**config.mk**
```make
export PLATFORM = sky130hd
export DESIGN_NAME = rst_seq_ctrl
export DESIGN_NICKNAME = d
export VERILOG_FILES = /design/src/rtl/rst_seq_ctrl.sv
export SDC_FILE = /design/constraint.sdc
export NUM_CORES = 1
export LEC_CHECK = 0
export ABC_AREA = 1
export BUFFER_PORTS_ARGS = -buffer_cell sky130_fd_sc_hd__buf_2
export CORE_MARGIN = 2
export CORE_UTILIZATION = 57
export DETAILED_ROUTE_END_ITERATION = 16
export PLACE_DENSITY = 0.76
export SETUP_SLACK_MARGIN = 0.02
export SYNTH_ARGS = -nofsm -noshare
export SYNTH_HDL_FRONTEND = slang
export SYNTH_SLANG_ARGS = --single-unit
```
**constraint.sdc**
```tcl
create_clock -name clk -period 2.63 [get_ports clk]
set_input_delay 0.263 -clock clk [delete_from_list [all_inputs] [get_ports clk]]
set_output_delay 0.263 -clock clk [all_outputs]
set_load 0.02 [all_outputs]
```
**src/rtl/rst_seq_ctrl.sv**
```systemverilog
// Reset sequencer: releases NUM_CH reset outputs at programmable delays after global reset,
// supports software re-reset with a hold window, and emits a divided clock enable once done.
module rst_seq_ctrl #(
  parameter int NUM_CH   = 4,
  parameter int DLY_W    = 8,
  parameter int HOLD_CYC = 16,
  parameter int DIV_W    = 8
) (
  input  logic                    clk,
  input  logic                    rst,
  input  logic [NUM_CH*DLY_W-1:0] dly_cfg,
  input  logic                    sw_rst_req,
  input  logic [DIV_W-1:0]        div_cfg,
  output logic [NUM_CH-1:0]       ch_rst_o,
  output logic                    done_o,
  output logic                    busy_o,
  output logic                    clk_en_o
);

  localparam int                HOLD_W    = $clog2(HOLD_CYC + 1);
  localparam logic [DLY_W-1:0]  CNT_MAX   = '1;
  localparam logic [HOLD_W-1:0] HOLD_LAST = HOLD_W'(HOLD_CYC - 1);

  typedef enum logic [1:0] {
    S_RESET,
    S_COUNT,
    S_HOLD,
    S_DONE
  } state_e;

  state_e                  state_q, state_d;
  logic [1:0]              sync_q, sync_d;
  logic [NUM_CH*DLY_W-1:0] dly_q, dly_d;
  logic [DLY_W-1:0]        cnt_q, cnt_d;
  logic [HOLD_W-1:0]       hold_q, hold_d;
  logic [DIV_W-1:0]        div_q, div_d;
  logic [NUM_CH-1:0]       ch_rst_q, ch_rst_d;
  logic                    done_q, done_d;
  logic                    busy_q, busy_d;
  logic                    clk_en_q, clk_en_d;

  always_ff @(posedge clk or posedge rst) begin
    if (rst) begin
      state_q  <= S_RESET;
      sync_q   <= '0;
      dly_q    <= '0;
      cnt_q    <= '0;
      hold_q   <= '0;
      div_q    <= '0;
      ch_rst_q <= '1;
      done_q   <= 1'b0;
      busy_q   <= 1'b0;
      clk_en_q <= 1'b0;
    end else begin
      state_q  <= state_d;
      sync_q   <= sync_d;
      dly_q    <= dly_d;
      cnt_q    <= cnt_d;
      hold_q   <= hold_d;
      div_q    <= div_d;
      ch_rst_q <= ch_rst_d;
      done_q   <= done_d;
      busy_q   <= busy_d;
      clk_en_q <= clk_en_d;
    end
  end

  always_comb begin
    state_d  = state_q;
    sync_d   = {sync_q[0], 1'b1};
    dly_d    = dly_q;
    cnt_d    = cnt_q;
    hold_d   = hold_q;
    ch_rst_d = ch_rst_q;
    div_d    = '0;
    clk_en_d = 1'b0;

    unique case (state_q)
      // Leave RESET on the cycle the first sync stage is set but the second is not yet
      S_RESET: begin
        if (sync_q[0] && !sync_q[1]) begin
          state_d = S_COUNT;
          dly_d   = dly_cfg;
          cnt_d   = '0;
        end
      end
      S_COUNT: begin
        if (sw_rst_req) begin
          state_d  = S_HOLD;
          hold_d   = '0;
          ch_rst_d = '1;
        end else begin
          for (int i = 0; i < NUM_CH; i++) begin
            if (cnt_q == dly_q[i*DLY_W +: DLY_W]) ch_rst_d[i] = 1'b0;
          end
          if (cnt_q != CNT_MAX) cnt_d = cnt_q + 1'b1;
          if (ch_rst_q == '0) state_d = S_DONE;
        end
      end
      S_HOLD: begin
        if (sw_rst_req) begin
          hold_d = '0;
        end else if (hold_q == HOLD_LAST) begin
          state_d = S_COUNT;
          dly_d   = dly_cfg;
          cnt_d   = '0;
        end else begin
          hold_d = hold_q + 1'b1;
        end
      end
      S_DONE: begin
        if (sw_rst_req) begin
          state_d  = S_HOLD;
          hold_d   = '0;
          ch_rst_d = '1;
        end
      end
      default: state_d = S_RESET;
    endcase

    busy_d = (state_d == S_COUNT) || (state_d == S_HOLD);
    done_d = (state_d == S_DONE);

    // Divider compares against the live div_cfg so a shrinking value wraps immediately
    if (done_d) begin
      if (div_q >= div_cfg) begin
        clk_en_d = 1'b1;
        div_d    = '0;
      end else begin
        div_d = div_q + 1'b1;
      end
    end
  end

  assign ch_rst_o = ch_rst_q;
  assign done_o   = done_q;
  assign busy_o   = busy_q;
  assign clk_en_o = clk_en_q;

endmodule

```
## Word-level counts from Yosys, hierarchy flattened

Cells that the tools add are included.

- Add/sub/neg operators: 3
- Multipliers: 0
- Div/mod/pow operators: 0
- Magnitude comparators: 1
- Equality and inequality tests: 24
- Shifts and indexed selects: 0
- Muxes and demuxes: 32
- Bitwise operators: 0
- Reduce and logical (&&, ||, !) cells: 17

Operators with widths:

| cell | count |
|---|---|
| $mux W32 | 3 |
| $pmux W32 S2 | 1 |
| $mux W8 | 7 |
| $eq A8 B8 Y1 | 4 |
| $pmux W8 S3 | 1 |
| $add A8 B1 Y8 const B | 2 |
| $mux W5 | 3 |
| $ne A3 B3 Y1 const B | 5 |
| $reduce_and A3 Y1 | 5 |
| $mux W2 | 6 |
| $ne A2 B2 Y1 const B | 6 |
| $pmux W5 S2 | 1 |
| $eq A2 B2 Y1 const B | 4 |
| $ge A8 B8 Y1 | 1 |
| $mux W4 | 2 |
| $ne A8 B8 Y1 const B | 1 |
| $pmux W2 S4 | 1 |
| $pmux W4 S2 | 1 |
| $mux W1 | 6 |
| $reduce_and A6 Y1 | 1 |
| $reduce_bool A2 Y1 | 3 |
| $add A5 B1 Y5 const B | 1 |
| $eq A5 B4 Y1 const B | 1 |
| $eq A2 B1 Y1 const B | 2 |
| other kinds (9) | 9 |

- Flip-flop bits (word level): 64
- Bits in latches: 0
- Bits in writable memories: 0
- Memory bits (read-only): 0
- Input port bits: 43
- Output and inout port bits: 7
- Logic and storage cells: 90
- Memories kept: 0

## Longest topological paths before layout

- Depth in word-level cells: 6
- Mapped depth: 12
- Mapped depth without buffers: 11

## Worst setup path before layout

No wires, ideal clock.

- Path kind: register -> register
- Start: register hold_q[1]
- End: register div_q[2]
- Library setup time: 77 ps
- Data arrival time: 1841 ps
- Data required time: 2553 ps
- Path slack: 712 ps
- Stages on the path, launching flop included: 13
- Buffers on the path: 1
- Period minus slack after synthesis: 1918 ps
- Cell sequence: dfrtp_1 ha_1 nand2_1 nor2_1 ha_1 nor2_1 nand2_1 nand2_1 a21oi_1 ha_1 clkbuf_1 nand3_1 nor2_1

- Cells in the longest elaborated chain, start to end: 6

Ends and longest elaborated chain:

| element | line | RTL |
|---|---|---|
| from (decl) | 35 | `logic [HOLD_W-1:0] hold_q, hold_d;` |
| from (signal assigned) | 59 | `hold_q <= hold_d;` |
| $eq A5 B4 Y1 | 103 | `end else if (hold_q == HOLD_LAST) begin` |
| $mux W2 | 103 |  |
| $mux W2 | 101 | `if (sw_rst_req) begin` |
| $pmux W2 S4 | 78 | `unique case (state_q)` |
| net state_d[0] | 31 | `state_e state_q, state_d;` |
| $eq A2 B2 Y1 | 122 | `done_d = (state_d == S_DONE);` |
| net done_d | 38 | `logic done_q, done_d;` |
| $mux W8 | 125 | `if (done_d) begin` |
| net div_d[2] | 36 | `logic [DIV_W-1:0] div_q, div_d;` |
| to (signal assigned) | 60 | `div_q <= div_d;` |
| to (decl) | 36 |  |

The timed path passes the listed nets, and every way through them passes these cells.
A chain may end at the register's enable or synchronous reset.

## Final worst setup path

- Start: register hold_q[1]
- End: register div_q[5]

The elaborated chain is that of the path after synthesis.

==> flow_summary.json <==
{
  "cts_buffers": 9,
  "finalSetupTns_ns": 0,
  "syn_nets": 525,
  "grt_overflow_total": 0,
  "nets": 572,
  "ir_drop_mv": 0.4126,
  "crit_type": "reg -> reg",
  "hpwl_um": 5325,
  "synth_top_area_cell": "dfrtp_1",
  "max_cap_viol_count": 0,
  "cts_tree": "yes",
  "fin_crit_sh_pct": 81.78,
  "finClkSkew_ns": 0.004048,
  "avgViaCountPerCell": 5.087,
  "start_util_pct": 58.96,
  "timing.final.ws_setup_ns": 0.4793,
  "end_kind": "flop",
  "antenna_found_initial": 0,
  "die_y_um": 82.26,
  "synth_commonest_cells": "141 x nand2_1, 60 x dfrtp_1, 59 x nor2_1, 57 x inv_1, 42 x nand3_1",
  "drc": 0,
  "totalWireLength_um": 7431,
  "slew_violations": 0,
  "syn_area_per_cell_um2": 7.443,
  "cpPeakStageDelay_ns": 0.41,
  "synth_cell_types": 31,
  "worst_slew_pin_slew_ns": 0.6420,
  "ys_ff_latch": 64,
  "clkTransAtPathRegs_ns": 0.07,
  "synth_edf_count": 0,
  "clockBufferDepth": 2,
  "cp_max_fo": 10,
  "syn_to_final_growth_pct": 13.73,
  "num_vias": 3032,
  "detail_route.wl_per_cell_um": 12.47,
  "clk-insertion-delay-late_ns": 0.34,
  "synth_most_common_cell": "nand2_1",
  "core-area_mm2": 0.005921,
  "ant_nets": 0,
  "grt_max_degree": 61,
  "critPathSlowestCell": "ha_1",
  "syn_area_mm2": 0.003491,
  "relSlewSlack_pct": 57.14,
  "place_area_mm2": 0.003771,
  "r2r_slack_ns": 0.48,
  "finalHoldViolations": 0,
  "grt_use_total_pct": 23.81,
  "post-cts-setup-buffers": 0,
  "port_buffers": 49,
  "cts_sinks": 64,
  "grt_pass1_vias": 2771,
  "crit_chain": "ha_1, nand2_1, nor2_1, ha_1, nor2_1, nand2_1, nand2_1, a21oi_1, ha_1, nand3_1, nor2_1",
  "leakage_nw": 2.114,
  "place_worst_setup_slack_ns": 0.5313,
  "setup_viol": 0,
  "holdBufCountCts": 0,
  "ios": 50,
  "status": "finished clean",
  "drive_above_1_share_pct": 15.93,
  "synth_top_area_share_pct": 43.01,
  "worstPathRequired_ns": 2.89,
  "synthFlopType": "dfrtp_1",
  "arrival_ns": 2.41,
  "start_kind": "flop",
  "dr.pass1.iters": 4,
  "fin_hold_ws_ns": 0.009309,
  "drt_iter0_drc": 225,
  "grt_pass1_wl_um": 12100,
  "dieArea_mm2": 0.006766,
  "cts_resized": 0,
  "hp-class": "in -> async",
  "fmax_mhz": 465.0,
  "pwr_density_cell_mw_per_mm2": 506.0,
  "antenna_cells": 0,
  "fp.dieW_um": 82.26,
  "cts_root_buf": "clkbuf_8",
  "syn-instance-count": 469,
  "rsz0062_at_grt": "false",
  "fin_area_mm2": 0.003970,
  "ys_warn_count": 0,
  "h-tree-depth": 3,
  "gp_congestion": 0.8636,
  "post-route-min-period_ns": 2.151,
  "async_flop_share_pct": 100.0,
  "row_count": 28,
  "yosysSeqAreaShare_pct": 46.02,
  "synthTopCellsByArea": "dfrtp_1 43%, nand2_1 15%, nor2_1 6.3%, inv_1 6.1%, nand3_1 6.0%"
}
==> area by class of cell <==
| type | instances | area [um2] |
|---|---|---|
| Fill cell | 500 | 1951 |
| Inverter | 60 | 225.2 |
| Clock buffer | 13 | 158.9 |
| Clock inverter | 3 | 40.04 |
| Sequential cell | 64 | 1607 |
| Tap cell | 75 | 93.84 |
| Multi-Input combinational cell | 330 | 1573 |
| Timing Repair Buffer | 51 | 272.8 |
==> report_power, final <==
| group | total (mW) | internal (mW) | switching (mW) |
|---|---|---|---|
| combinational | 0.128 | 0.0554 | 0.0727 |
| sequential | 1.03 | 1.01 | 0.0180 |
| clock | 0.856 | 0.487 | 0.368 |
==> logic make-up after synthesis <==
group	share of synthesized area, %
buf+inv	8.925
other cells	0.1074
fa+ha+maj	4.660
simple gates	31.36
compound gates	7.419
flops	46.02
xor+xnor	1.505
==> critical path, delay by kind of cell, from the launching register on <==
| family | cells | cell delay, ns |
|---|---|---|
| compound gates | 1 | 0.21 |
| flops | 1 | 0.37 |
| fa+ha+maj | 3 | 0.75 |
| simple gates | 7 | 0.75 |
==> layout by cell type, fill, tap and decap left out, types with 9 or more instances in the layout <==
| master | n |
|---|---|
| ha_1 | 13 |
| buf_2 | 49 |
| a21oi_1 | 29 |
| nand2_1 | 141 |
| inv_1 | 56 |
| nand3_1 | 42 |
| dfrtp_1 | 60 |
| nor2_1 | 59 |
| o21ai_0 | 9 |
| clkbuf_8 | 11 |
==> path summary, 6_finish.rpt <==
path                             start     endpoint  cells after the start
setup / recovery             hold_q[1]     div_q[5]                     11
hold / removal                     rst     div_q[1]                      2
setup reg to reg             hold_q[1]     div_q[5]                     11
hold reg to reg              sync_q[0]    sync_q[1]                      0
max in group asynchronous          rst  ch_rst_o[2]                      3
min in group clk           dly_cfg[15]    dly_q[15]                      3
==> routing by layer <==
metal  part of all wire (%)  vias to the layer above  track usage [%]
met5                      0                        -                0
met4                    2.0                        0            10.00
met3                    4.4                       13            4.130
met2                     49                       66            39.44
met1                     45                     1386            30.79
li1                       -                     1567                -
==> registers in the layout, summed over array words and instances, names as in the netlist <==
| name | count |
|---|---|
| dly_q | 32 |
| cnt_q | 8 |
| div_q | 8 |
| hold_q | 5 |
| ch_rst_o | 4 |
| state_q | 2 |
| sync_q | 2 |
| busy_o | 1 |
| clk_en_o | 1 |
| done_o | 1 |
==> through the flow <==
stage / power (mW) / utilization (%) / std cells
after floorplan: 1.115 / - / 469
after global routing: 2.089 / 67.05 / 596
after detailed placement: 1.174 / 63.69 / 580
after global placement: 1.168 / 63.69 / 580
after CTS: 2.030 / 67.05 / 596
final: 2.009 / 67.05 / 596
No activity file was read; power rests on OpenSTA's default activity.
